<file path="config.mk">
export PLATFORM = sky130hd
export DESIGN_NAME = fifo_stream_adapter_flat
export DESIGN_NICKNAME = d
export VERILOG_FILES = /design/src/rtl/fifo_stream_pkg.sv /design/src/rtl/fifo_stream_adapter_if.sv /design/src/rtl/stream_reg_buffer.sv /design/src/rtl/fifo_stream_adapter.sv /design/src/flat_wrapper.sv
export SDC_FILE = /design/constraint.sdc
export NUM_CORES = 1
export LEC_CHECK = 0
export BUFFER_PORTS_ARGS = -buffer_cell sky130_fd_sc_hd__buf_2
export CAP_MARGIN = 20
export CORE_MARGIN = 3
export CORE_UTILIZATION = 55
export DETAILED_ROUTE_END_ITERATION = 8
export GPL_TIMING_DRIVEN = 0
export PLACE_DENSITY = 0.81
export SLEW_MARGIN = 30
export SYNTH_ARGS = -nofsm -noshare
export SYNTH_HDL_FRONTEND = slang
export SYNTH_HIERARCHICAL = 1
export SYNTH_SLANG_ARGS = --single-unit
</file>
<file path="constraint.sdc">
create_clock -name clk -period 6.4 [get_ports clk]
set_clock_uncertainty 0.05 [all_clocks]
set_input_delay 1.28 -clock clk [delete_from_list [all_inputs] [get_ports clk]]
set_output_delay 1.28 -clock clk [all_outputs]
set_load 0.01 [all_outputs]
</file>
<file path="src/rtl/fifo_stream_pkg.sv">
// Shared constants and helpers for the FIFO-to-stream adapter and its buffer.
package fifo_stream_pkg;

    localparam int BEAT_CNT_W = 32;

    function automatic int lvl_w(input int depth);
        return $clog2(depth + 1);
    endfunction

endpackage

</file>
<file path="src/rtl/fifo_stream_adapter_if.sv">
// Bundles the FIFO read port and the valid/ready stream port seen by the adapter.
interface fifo_stream_adapter_if #(
    parameter int DATA_WIDTH = 32
);
    logic                  fifo_empty;
    logic [DATA_WIDTH-1:0] fifo_dout;
    logic                  fifo_valid;
    logic                  fifo_shift_out;
    logic [DATA_WIDTH-1:0] m_data;
    logic                  m_valid;
    logic                  m_ready;

    // The adapter masters the stream and pops the FIFO.
    modport master (
        input  fifo_empty, fifo_dout, fifo_valid, m_ready,
        output fifo_shift_out, m_data, m_valid
    );

    // The environment: the FIFO plus the stream consumer.
    modport slave (
        output fifo_empty, fifo_dout, fifo_valid, m_ready,
        input  fifo_shift_out, m_data, m_valid
    );
endinterface

</file>
<file path="src/rtl/stream_reg_buffer.sv">
// Circular register buffer with head/tail pointers; clr empties it in one cycle.
module stream_reg_buffer
    import fifo_stream_pkg::*;
#(
    parameter int DATA_WIDTH = 32,
    parameter int BUF_DEPTH  = 2
) (
    input  logic                        clk,
    input  logic                        rst_n,
    input  logic                        clr,
    input  logic                        wr_en,
    input  logic [DATA_WIDTH-1:0]       wr_data,
    input  logic                        rd_en,
    output logic [DATA_WIDTH-1:0]       rd_data,
    output logic [lvl_w(BUF_DEPTH)-1:0] level
);
    localparam int LW = lvl_w(BUF_DEPTH);
    localparam int PW = (BUF_DEPTH > 1) ? $clog2(BUF_DEPTH) : 1;
    localparam logic [PW-1:0] LAST = PW'(BUF_DEPTH - 1);

    logic [DATA_WIDTH-1:0] mem_q [BUF_DEPTH];
    logic [DATA_WIDTH-1:0] mem_d [BUF_DEPTH];
    logic [PW-1:0]         head_q, head_d;
    logic [PW-1:0]         tail_q, tail_d;
    logic [LW-1:0]         level_q, level_d;

    function automatic logic [PW-1:0] ptr_inc(input logic [PW-1:0] p);
        return (p == LAST) ? '0 : p + PW'(1);
    endfunction

    always_comb begin
        mem_d   = mem_q;
        head_d  = head_q;
        tail_d  = tail_q;
        level_d = level_q;
        if (clr) begin
            head_d  = '0;
            tail_d  = '0;
            level_d = '0;
        end else begin
            if (wr_en) begin
                mem_d[tail_q] = wr_data;
                tail_d        = ptr_inc(tail_q);
            end
            if (rd_en) head_d = ptr_inc(head_q);
            // A simultaneous write and read leaves the occupancy unchanged.
            case ({wr_en, rd_en})
                2'b10:   level_d = level_q + LW'(1);
                2'b01:   level_d = level_q - LW'(1);
                default: level_d = level_q;
            endcase
        end
    end

    always_ff @(posedge clk or negedge rst_n) begin
        if (!rst_n) begin
            for (int i = 0; i < BUF_DEPTH; i++) mem_q[i] <= '0;
            head_q  <= '0;
            tail_q  <= '0;
            level_q <= '0;
        end else begin
            mem_q   <= mem_d;
            head_q  <= head_d;
            tail_q  <= tail_d;
            level_q <= level_d;
        end
    end

    assign rd_data = mem_q[head_q];
    assign level   = level_q;

endmodule

</file>
<file path="src/rtl/fifo_stream_adapter.sv">
// Reads a synchronous FIFO and re-presents its words on a valid/ready stream,
// with credit-based pop issue, flush, a beat counter and a sticky protocol error.
module fifo_stream_adapter
    import fifo_stream_pkg::*;
#(
    parameter int DATA_WIDTH   = 32,
    parameter int READ_LATENCY = 1,
    parameter int BUF_DEPTH    = 2
) (
    input  logic                        clk,
    input  logic                        rst_n,
    fifo_stream_adapter_if.master       bus,
    input  logic                        flush,
    output logic [BEAT_CNT_W-1:0]       beat_count,
    output logic [lvl_w(BUF_DEPTH)-1:0] buf_level,
    output logic                        protocol_err
);
    localparam int LW = lvl_w(BUF_DEPTH);

    logic [LW-1:0]         level;
    logic [DATA_WIDTH-1:0] head_data;
    logic [LW:0]           occupancy;
    logic                  valid, pop, shift, wr_en, bad_valid;
    logic                  en_q, en_d;
    logic                  inflight_q, inflight_d;
    logic                  drop_q, drop_d;
    logic                  err_q, err_d;
    logic [BEAT_CNT_W-1:0] beat_q, beat_d;

    assign valid = (level != '0);
    assign pop   = valid && bus.m_ready;

    // Words already in the buffer or on their way count against the space;
    // a beat leaving this cycle frees its slot immediately.
    assign occupancy = {1'b0, level} + (LW+1)'(inflight_q) - (LW+1)'(pop);
    assign shift     = en_q && !bus.fifo_empty && !flush
                       && (occupancy < (LW+1)'(BUF_DEPTH));

    if (BUF_DEPTH < 2) begin : g_bad_depth
        $error("fifo_stream_adapter: BUF_DEPTH must be at least 2");
    end

    if (READ_LATENCY == 1) begin : g_lat1
        assign inflight_d = shift;
        assign wr_en      = bus.fifo_valid && inflight_q && !drop_q && !flush;
        assign bad_valid  = bus.fifo_valid && !inflight_q && !drop_q;
    end else if (READ_LATENCY == 0) begin : g_lat0
        assign inflight_d = 1'b0;
        assign wr_en      = shift && bus.fifo_valid;
        assign bad_valid  = bus.fifo_valid && !shift && !drop_q;
    end else begin : g_bad_lat
        $error("fifo_stream_adapter: READ_LATENCY must be 0 or 1");
    end

    always_comb begin
        en_d   = 1'b1;
        // A word popped just before a flush lands one cycle late and is discarded.
        drop_d = flush && inflight_q;
        err_d  = err_q || bad_valid;
        beat_d = beat_q + BEAT_CNT_W'(pop);
    end

    always_ff @(posedge clk or negedge rst_n) begin
        if (!rst_n) begin
            en_q       <= 1'b0;
            inflight_q <= 1'b0;
            drop_q     <= 1'b0;
            err_q      <= 1'b0;
            beat_q     <= '0;
        end else begin
            en_q       <= en_d;
            inflight_q <= inflight_d;
            drop_q     <= drop_d;
            err_q      <= err_d;
            beat_q     <= beat_d;
        end
    end

    stream_reg_buffer #(
        .DATA_WIDTH(DATA_WIDTH),
        .BUF_DEPTH (BUF_DEPTH)
    ) u_buf (
        .clk    (clk),
        .rst_n  (rst_n),
        .clr    (flush),
        .wr_en  (wr_en),
        .wr_data(bus.fifo_dout),
        .rd_en  (pop),
        .rd_data(head_data),
        .level  (level)
    );

    assign bus.fifo_shift_out = shift;
    assign bus.m_valid        = valid;
    assign bus.m_data         = head_data;
    assign beat_count         = beat_q;
    assign buf_level          = level;
    assign protocol_err       = err_q;

    a_no_overflow: assert property (@(posedge clk) disable iff (!rst_n)
        !(wr_en && (level == LW'(BUF_DEPTH)) && !pop));

endmodule

</file>
<file path="src/flat_wrapper.sv">
// flat-port wrapper written by rule: the top's interface ports become plain ports
module fifo_stream_adapter_flat import fifo_stream_pkg::*;
#(
    parameter int DATA_WIDTH   = 32,
    parameter int READ_LATENCY = 1,
    parameter int BUF_DEPTH    = 2
)
  (clk, rst_n, flush, beat_count, buf_level, protocol_err, bus_fifo_empty, bus_fifo_dout, bus_fifo_valid, bus_m_ready, bus_fifo_shift_out, bus_m_data, bus_m_valid);
  fifo_stream_adapter_if #(.DATA_WIDTH(DATA_WIDTH)) bus_i ();
  input  logic clk;
  input  logic rst_n;
  input  logic flush;
  output logic [BEAT_CNT_W-1:0] beat_count;
  output logic [lvl_w(BUF_DEPTH)-1:0] buf_level;
  output logic protocol_err;
  input wire logic [$bits(bus_i.fifo_empty)-1:0] bus_fifo_empty;
  input wire logic [$bits(bus_i.fifo_dout)-1:0] bus_fifo_dout;
  input wire logic [$bits(bus_i.fifo_valid)-1:0] bus_fifo_valid;
  input wire logic [$bits(bus_i.m_ready)-1:0] bus_m_ready;
  output wire logic [$bits(bus_i.fifo_shift_out)-1:0] bus_fifo_shift_out;
  output wire logic [$bits(bus_i.m_data)-1:0] bus_m_data;
  output wire logic [$bits(bus_i.m_valid)-1:0] bus_m_valid;
  assign bus_i.fifo_empty = bus_fifo_empty;
  assign bus_i.fifo_dout = bus_fifo_dout;
  assign bus_i.fifo_valid = bus_fifo_valid;
  assign bus_i.m_ready = bus_m_ready;
  assign bus_fifo_shift_out = bus_i.fifo_shift_out;
  assign bus_m_data = bus_i.m_data;
  assign bus_m_valid = bus_i.m_valid;
  fifo_stream_adapter #(.DATA_WIDTH(DATA_WIDTH), .READ_LATENCY(READ_LATENCY), .BUF_DEPTH(BUF_DEPTH)) u_core (.clk(clk), .rst_n(rst_n), .bus(bus_i), .flush(flush), .beat_count(beat_count), .buf_level(buf_level), .protocol_err(protocol_err));
endmodule
</file>
* After elaboration in Yosys (flattened, before gate mapping) *
Index checks and enable logic that the tools add are counted.
W data, S select, Z words.

word-level totals
  output and inout port bits = 69
  input bits = 38
  register bits after elaboration = 104
  word-level logic and storage cells = 61

cells by class
  equality and inequality tests = 2
  multiplexer cells = 14
  bitwise operators = 3
  reductions and logical operators = 21
  $add $sub $neg = 7
  magnitude comparators = 4

operators with widths
  operator               count
  $mux W32               4
  $bwmux W64             1
  $add A32 B1 Y32        1
  $demux W32 S1          1
  $logic_and A1 B1 Y1    11
  $mux W1                6
  $reduce_bool A2 Y1     3
  $ge A2 B2 Y1 const B   2
  $logic_not A1 Y1       4
  $not A1 Y2             2
  $pmux W2 S2            1
  $add A2 B1 Y3          1
  $lt A3 B2 Y1 const B   1
  $reduce_bool A3 Y1     1
  $sub A3 B1 Y3          1
  $add A1 B1 Y1 const B  2
  $add A2 B1 Y2 const B  1
  $eq A2 B1 Y1 const B   1
  $eq A2 B2 Y1 const B   1
  $lt A2 B1 Y1 const B   1
  $mux W2                1
  $reduce_and A2 Y1      1
  $sub A2 B1 Y2 const B  1
  $logic_or A1 B1 Y1     1
  $not A1 Y1             1

* Longest topological paths before layout *
Gate-level depths: netlist of run 1.

  depth after elaboration = 6
  depth in mapped cells = 8
  mapped depth without buffers = 8

* By module *
Netlist of run 1, hierarchy kept.

by module, submodules not included
  module               sequential area each (um^2)  area an instance (um^2)  cells each  times used
  stream_reg_buffer    1701.6                       2971.6                   189         1
  fifo_stream_adapter  900.9                        1649.1                   137         1

* Least setup slack after synthesis of run 1 *
OpenSTA, ideal clock, no wires.

  path type = input -> output
  start = input port bus_m_ready
  end = output port bus_fifo_shift_out
  arrival = 2.883 ns
  stages on the path = 6
  path slack = 2.187 ns
  path buffers = 0
  data required time = 5.070 ns
  path through = and2_1 -> ha_1 -> nand2b_1 -> fa_1 -> nand2_1 -> nor4_1

on the way
  word-level cells in the longest chain between the ends = 4

RTL lines
  what                 line                       RTL
  start, declared      flat_wrapper.sv:19         input wire logic [$bits(bus_i.m_ready)-1:0] bus_m_ready;
  $logic_and A1 B1 Y1  fifo_stream_adapter.sv:31  assign pop = valid && bus.m_ready;
  $sub A3 B1 Y3        fifo_stream_adapter.sv:35  assign occupancy = {1'b0, level} + (LW+1)'(inflight_q) - (LW+1)'(pop);
  $lt A3 B2 Y1         fifo_stream_adapter.sv:37  && (occupancy < (LW+1)'(BUF_DEPTH));
  $logic_and A1 B1 Y1  fifo_stream_adapter.sv:37
  end, declared        flat_wrapper.sv:20         output wire logic [$bits(bus_i.fifo_shift_out)-1:0] bus_fifo_shift_out;

Every way passes these cells.

* Worst setup path after layout of run 1 *
  start = input port bus_m_ready
  end = output port bus_fifo_shift_out

on the way
  word-level cells in the longest chain between the ends = 4

RTL lines
  what                 line                       RTL
  $logic_and A1 B1 Y1  fifo_stream_adapter.sv:31
  via u_core.pop       fifo_stream_adapter.sv:23  logic valid, pop, shift, wr_en, bad_valid;
  $sub A3 B1 Y3        fifo_stream_adapter.sv:35
  $lt A3 B2 Y1         fifo_stream_adapter.sv:37
  $logic_and A1 B1 Y1  fifo_stream_adapter.sv:37

The timed path passes the listed nets, and every way through them passes these cells.

==> flow_summary.yaml, run 1 <==
timing:
  period_needed_ps: 4380
  worstMarginPinSlew_ps: 631
  setup_viol: 0
  slew_violations: 0
  finalHoldViolCount: 0
  fin_setup_tns_ps: 0
  timing.slew.headroom_pct: 57.6
  post-route-period-util_pct: 68.5
  max_freq_mhz: 228
  rsz0062_at_grt: "no"
  fin_ws_ps: 2020
global_route:
  grt_max_degree: 57
  grtUsageMet2_pct: 32.1
  grt_pass1_wl_um: 15000
  grt-ovfl-total: 0
  antenna_found_initial: 0
  grt.total_usage_pct: 19.4
  use_met3_pct: 5.38
  grt_pass1_vias: 3067
  grtUsageMet1_pct: 25.4
  top_usage_layer: "met2"
yosys:
  synthArstFlopShare_pct: 100
  synth_area_um2: 4620
  synth_most_common_cell: "dfrtp_1"
  ys_top_cells_by_count: "104 x dfrtp_1, 91 x mux2_2, 29 x xnor2_1"
  ys_ff_latch: 104
  synth_nets: 368
  yosysTopAreaCell: "dfrtp_1"
  yosysUniqueCellTypes: 37
  yosysSeqAreaShare_pct: 56.3
  synth_cells: 326
  yosysWarnings: 6
  synth_ff_type: "dfrtp_1"
  synth_area_per_cell_um2: 14.2
  synthTopCellsByArea: "dfrtp_1 56%, mux2_2 22%, xnor2_1 5.5%"
  yosys.area.top_type_share_pct: 56.3
  synth_edf_count: 0
cells_and_area:
  synthToLayoutAreaGrowth_pct: 18.7
  n_antenna_cell: 0
  nNetsFinal: 486
  drive_gt1_share_pct: 52.3
  nFillCells: 600
  utilization_pct: 69.2
clock_network:
  cts_made_buffers: 9
  clock_latency_ps: 350
  holdBufCountCts: 0
  htreeDepth: 3
  worst_setup_hold_path_clk_slew_ps: 90
  post_cts_resize_count: 0
  cts_tree: "built"
  clkSinkCount: 104
  cts_buffer_depth: 2
  cts_setup_buffers: 0
  clk_root_buffer_cell: "clkbuf_8"
route:
  wl_per_cell_um: 16.3
  viasPerCell: 5.31
  dr.first_iter.drc_count: 65
  wl_um: 8970
  post-route-drc-count: 0
  firstDrtPassIters: 4
  vias: 2927
  ant_nets: 0
min_path:
  hold-path-cell-count: 1
  hp-start: "u_core/protocol_err$_DFF_PN0_"
  hold_end: "u_core/protocol_err$_DFF_PN0_"
  hold_path_class: "register to register"
power:
  p_leak_nw: 2.81
  vdd_drop_max_mv: 0.232
  power.density_nw_per_um2: 330
worst_setup_path:
  crit_type: "input port to output pin"
  cp-end-kind: "output pin"
  r2r_start: "u_core/u_buf/level[1]$_DFFE_PN0P_"
  critPathMaxFanout: 6
  crit_required_ps: 5070
  cp-start-kind: "input port"
  ff2ff_setup_slack_ps: 3770
  rr_endpoint: "u_core/beat_count[28]$_DFF_PN0_"
  r2r_cells: 8
  worst-endpoint-arrival_ps: 3050
floorplanning:
  start_util_pct: 58.3
  core_um2: 7930
  rows: 32
  dieHeight_um: 97.7
  fp.dieW_um: 97.7
  die-area_um2: 9540
  ios: 107
placed_design:
  portBuffers: 106
  pre_cts_slack_ps: 2000
  dp_hpwl_um: 6560
  gp_congestion: 0.755
job:
  maxCapViolations: 0
run_status:
  status: "finished clean"
[layer usage]
metal / vias up / share of wire (%) / wire length (um)
met5: - / 0 / 0
met3: 11 / 5.3 / 476
met4: 0 / 1.4 / 125
li1: 1375 / - / -
met1: 1464 / 45 / 4040
met2: 77 / 48 / 4330
[cells in the final DEF, fill, tap and decap left out, types with 2 or more instances in the layout]
cell,n
and3_1,3
clkbuf_1,2
nand2_1,13
nand4b_1,3
nor4_4,2
clkbuf_8,9
nand4_1,8
nor3b_1,2
xnor2_1,29
and2_1,3
buf_4,4
inv_1,3
buf_6,4
dfrtp_1,104
clkinv_2,3
buf_2,108
xor2_1,6
and4_1,3
nor2_1,8
clkinvlp_4,2
nand3_1,9
ha_1,3
mux2_1,5
or2_2,3
nor3_1,2
mux2_2,91
[worst max path at each step]
stage,from,slack (ps),depth (start not counted),end
3_3_place_gp,bus_m_ready,2010,8,bus_fifo_shift_out
3_5_place_dp,bus_m_ready,2000,8,bus_fifo_shift_out
4_1_cts,bus_m_ready,1990,8,bus_fifo_shift_out
2_1_floorplan,bus_m_ready,2190,6,bus_fifo_shift_out
5_1_grt,bus_m_ready,1860,8,bus_fifo_shift_out
6_report,bus_m_ready,2020,8,bus_fifo_shift_out
[power by group]
part	switching, mW	leakage [nW]	internal, mW	total [mW]
Combinational	0.275	1.33	0.317	0.592
Sequential	0.0713	1.40	0.780	0.851
Clock	0.224	0.0854	0.142	0.366
[cell type report]
cell class / count / area, um^2 / area share (%)
Timing Repair Buffer: 107 / 564 / 10.3
Sequential cell: 104 / 2600 / 47.5
Clock buffer: 9 / 124 / 2.26
Buffer: 12 / 86.3 / 1.57
Inverter: 4 / 15.0 / 0.274
Multi-Input combinational cell: 206 / 1920 / 35.0
Clock inverter: 7 / 47.5 / 0.867
Tap cell: 102 / 128 / 2.33
[critical path, stage by stage]
cell and delay [ps]:
buf_2 90, and2_1 200, ha_1 300, nand2b_1 150, fa_1 490, nand2_1 50
nor4_1 280, buf_2 190
[kinds of logic after synthesis]
group | synth area share, %
DFF | 56.3
AOI/OAI and AO/OA | 0.298
and+or+nand+nor | 9.83
xor gates and xnor gates | 6.63
muxes | 23.4
adders and majority gates | 1.25
buffers and inverters | 2.19
other | 0.0812
[flip-flops by register name, summed over array words and instances, names as in the netlist]
signal and cells:
u_core/drop_q 1, u_core/en_q 1, u_core/u_buf/mem_q 64, u_core/u_buf/head_q 1, u_core/protocol_err 1, u_core/u_buf/level 2, u_core/inflight_q 1, u_core/u_buf/tail_q 1
u_core/beat_count 32
[through the flow]
step | area (um^2) | cells | hold slack, ps | power [mW]
CTS | 5480 | 551 | 429 | 1.83
detailed placement | 5310 | 535 | 407 | 1.47
floorplan | 4620 | 326 | 404 | 1.23
finish | 5480 | 551 | 421 | 1.81
global placement | 5280 | 534 | 403 | 1.44
global route | 5480 | 551 | 467 | 1.92
Note: power is estimated with default switching activity, not from simulation.
==> run 2, diff against run 1 <==
--- a/config.mk
+++ b/config.mk
@@ -8,10 +8,10 @@
 export BUFFER_PORTS_ARGS = -buffer_cell sky130_fd_sc_hd__buf_2
 export CAP_MARGIN = 20
 export CORE_MARGIN = 3
-export CORE_UTILIZATION = 55
+export CORE_UTILIZATION = 48
 export DETAILED_ROUTE_END_ITERATION = 8
 export GPL_TIMING_DRIVEN = 0
-export PLACE_DENSITY = 0.81
+export PLACE_DENSITY = 0.75
 export SLEW_MARGIN = 30
 export SYNTH_ARGS = -nofsm -noshare
 export SYNTH_HDL_FRONTEND = slang
==> constraint.sdc (replaced) <==
create_clock -name clk -period 3.71 [get_ports clk]
set_clock_uncertainty 0.05 [all_clocks]
set_input_delay 0.742 -clock clk [delete_from_list [all_inputs] [get_ports clk]]
set_output_delay 0.742 -clock clk [all_outputs]
set_load 0.01 [all_outputs]
==> flow_summary.yaml, run 2 (synthesized netlist as in run 1, its figures left out) <==
run_status:
  status: "finished clean"
clock_network:
  holdBufCountCts: 0
  clk_root_buffer_cell: "clkbuf_8"
  clock_latency_ps: 360
  worst_setup_hold_path_clk_slew_ps: 100
  clkSinkCount: 104
  cts_made_buffers: 9
  cts_buffer_depth: 2
  cts_tree: "built"
  htreeDepth: 3
floorplanning:
  die-area_um2: 10800
  fp.dieW_um: 104
  ios: 107
  core_um2: 9280
  dieHeight_um: 104
  rows: 35
  start_util_pct: 49.8
route:
  wl_um: 9290
  ant_nets: 0
  firstDrtPassIters: 4
  dr.first_iter.drc_count: 90
  post-route-drc-count: 0
  viasPerCell: 5.12
  wl_per_cell_um: 16.0
  vias: 2968
timing:
  max_freq_mhz: 280
  post-route-period-util_pct: 96.1
  worstMarginPinSlew_ps: 596
  period_needed_ps: 3570
  rsz0062_at_grt: "no"
  timing.slew.headroom_pct: 60.0
  fin_ws_ps: 143
  fin_setup_tns_ps: 0
  slew_violations: 0
  setup_viol: 0
  finalHoldViolCount: 0
power:
  p_int_mw: 2.22
  p_clk_share_pct: 22.0
  vdd_drop_max_mv: 0.263
  p_leak_nw: 2.83
  power.density_nw_per_um2: 578
  power_frac_comb_pct: 32.5
  switching_share_pct: 31.2
  p_switching_mw: 1.01
  seqPwrFrac_pct: 45.4
worst_setup_path:
  worstPathCellList: "or2_2 > and2_2 > ha_1 > nand2b_1 > fa_1 > nand2_1 > nor4_4 > buf_2"
  slowest_delay_ps: 490
  r2r_start: "u_core/u_buf/level[0]$_DFFE_PN0P_"
  critPathBufInv: 1
  cp-start-kind: "register"
  crit_type: "register to output pin"
  cp-end-kind: "output pin"
  r2r_cells: 8
  crit_required_ps: 2920
  rr_endpoint: "u_core/beat_count[28]$_DFF_PN0_"
  path_delay_family: "simple AND/OR/NAND/NOR gates"
  ff2ff_setup_slack_ps: 1200
  slowest_stage: "fa_1"
  critPathMaxFanout: 6
  worst-endpoint-arrival_ps: 2780
cells_and_area:
  largest_reg_flops: 64
  nFillCells: 779
  final_common_cell: "buf_2"
  drive_gt1_share_pct: 53.2
  top_register: "u_core/u_buf/mem_q"
  final_cell_mix: "108 x buf_2, 103 x dfrtp_1, 91 x mux2_2"
  nNetsFinal: 488
  synthToLayoutAreaGrowth_pct: 20.8
  n_antenna_cell: 0
global_route:
  grt_max_degree: 62
  grt_pass1_wl_um: 15400
  grt_pass1_vias: 3120
  antenna_found_initial: 1
  grt-ovfl-total: 0
  grt.total_usage_pct: 17.5
placed_design:
  portBuffers: 106
  gp_congestion: 0.745
  pre_cts_slack_ps: 405
  dp_hpwl_um: 6650
min_path:
  hold_path_class: "input port to asynchronous set/reset pin"
job:
  maxCapViolations: 0
==> run 2: worst register-to-register path: cells and delay by family (launching register included) <==
kind | cells | cell delay, ps
XOR/XNOR | 1 | 170
flip-flops | 1 | 450
AND/OR/NAND/NOR | 5 | 1320
adder cells (fa/ha/maj) | 2 | 430
==> run 2: routing by layer <==
layer	vias up	share of wire [%]	global-route usage [%]	wire length [um]
met5	-	0.14	0	13
met4	2	0.85	4.56	79
met3	11	5.8	5.21	540
met2	85	49	28.6	4510
met1	1489	45	23.0	4140
li1	1381	-	-	-
==> run 2: worst max path at each step <==
stage                                 startpoint            endpoint  slack [ps]  cells after the start
6_report       u_core/u_buf/level[1]$_DFFE_PN0P_  bus_fifo_shift_out         140                      8
5_1_grt        u_core/u_buf/level[0]$_DFFE_PN0P_  bus_fifo_shift_out          10                      8
4_1_cts        u_core/u_buf/level[1]$_DFFE_PN0P_  bus_fifo_shift_out          40                      8
3_5_place_dp                         bus_m_ready  bus_fifo_shift_out         410                      8
3_3_place_gp                         bus_m_ready  bus_fifo_shift_out         420                      8
2_1_floorplan  u_core/u_buf/level[1]$_DFFE_PN0P_  bus_fifo_shift_out         460                      7
==> run 2: through the flow <==
stage	hold slack, ps	utilization, %	power, mW	instances	instance area (um^2)
3_3_place_gp	399	57.2	2.48	561	5310
3_5_place_dp	409	57.6	2.53	562	5350
5_1_grt	244	60.1	3.43	580	5580
4_1_cts	235	59.8	3.26	578	5550
6_report	243	60.1	3.23	580	5580
2_1_floorplan	396	-	2.12	326	4620
==> run 2: power by group through the flow <==
stage | Clock [mW] | Sequential [mW] | Combinational [mW]
finish | 0.712 | 1.47 | 1.05
global route | 0.781 | 1.50 | 1.15
CTS | 0.747 | 1.47 | 1.04
detailed placement | 0 | 1.49 | 1.04
global placement | 0 | 1.47 | 1.01
floorplan | 0 | 1.47 | 0.648
==> run 2: area by class of cell <==
cell class / instances / area, um^2 / area share [%]
clock buffer: 9 / 124 / 2.22
sequential: 104 / 2600 / 46.6
timing repair buffer: 109 / 579 / 10.4
buffer: 12 / 86.3 / 1.55
clock inverter: 7 / 80.1 / 1.43
inverter: 4 / 15.0 / 0.269
multi-input combinational: 206 / 1930 / 34.6
tap: 129 / 161 / 2.89
==> run 2: what timing repair did <==
item,CTS,global route
buffers inserted,0,2
setup endpoints to repair,0,1
gates resized for setup,0,4
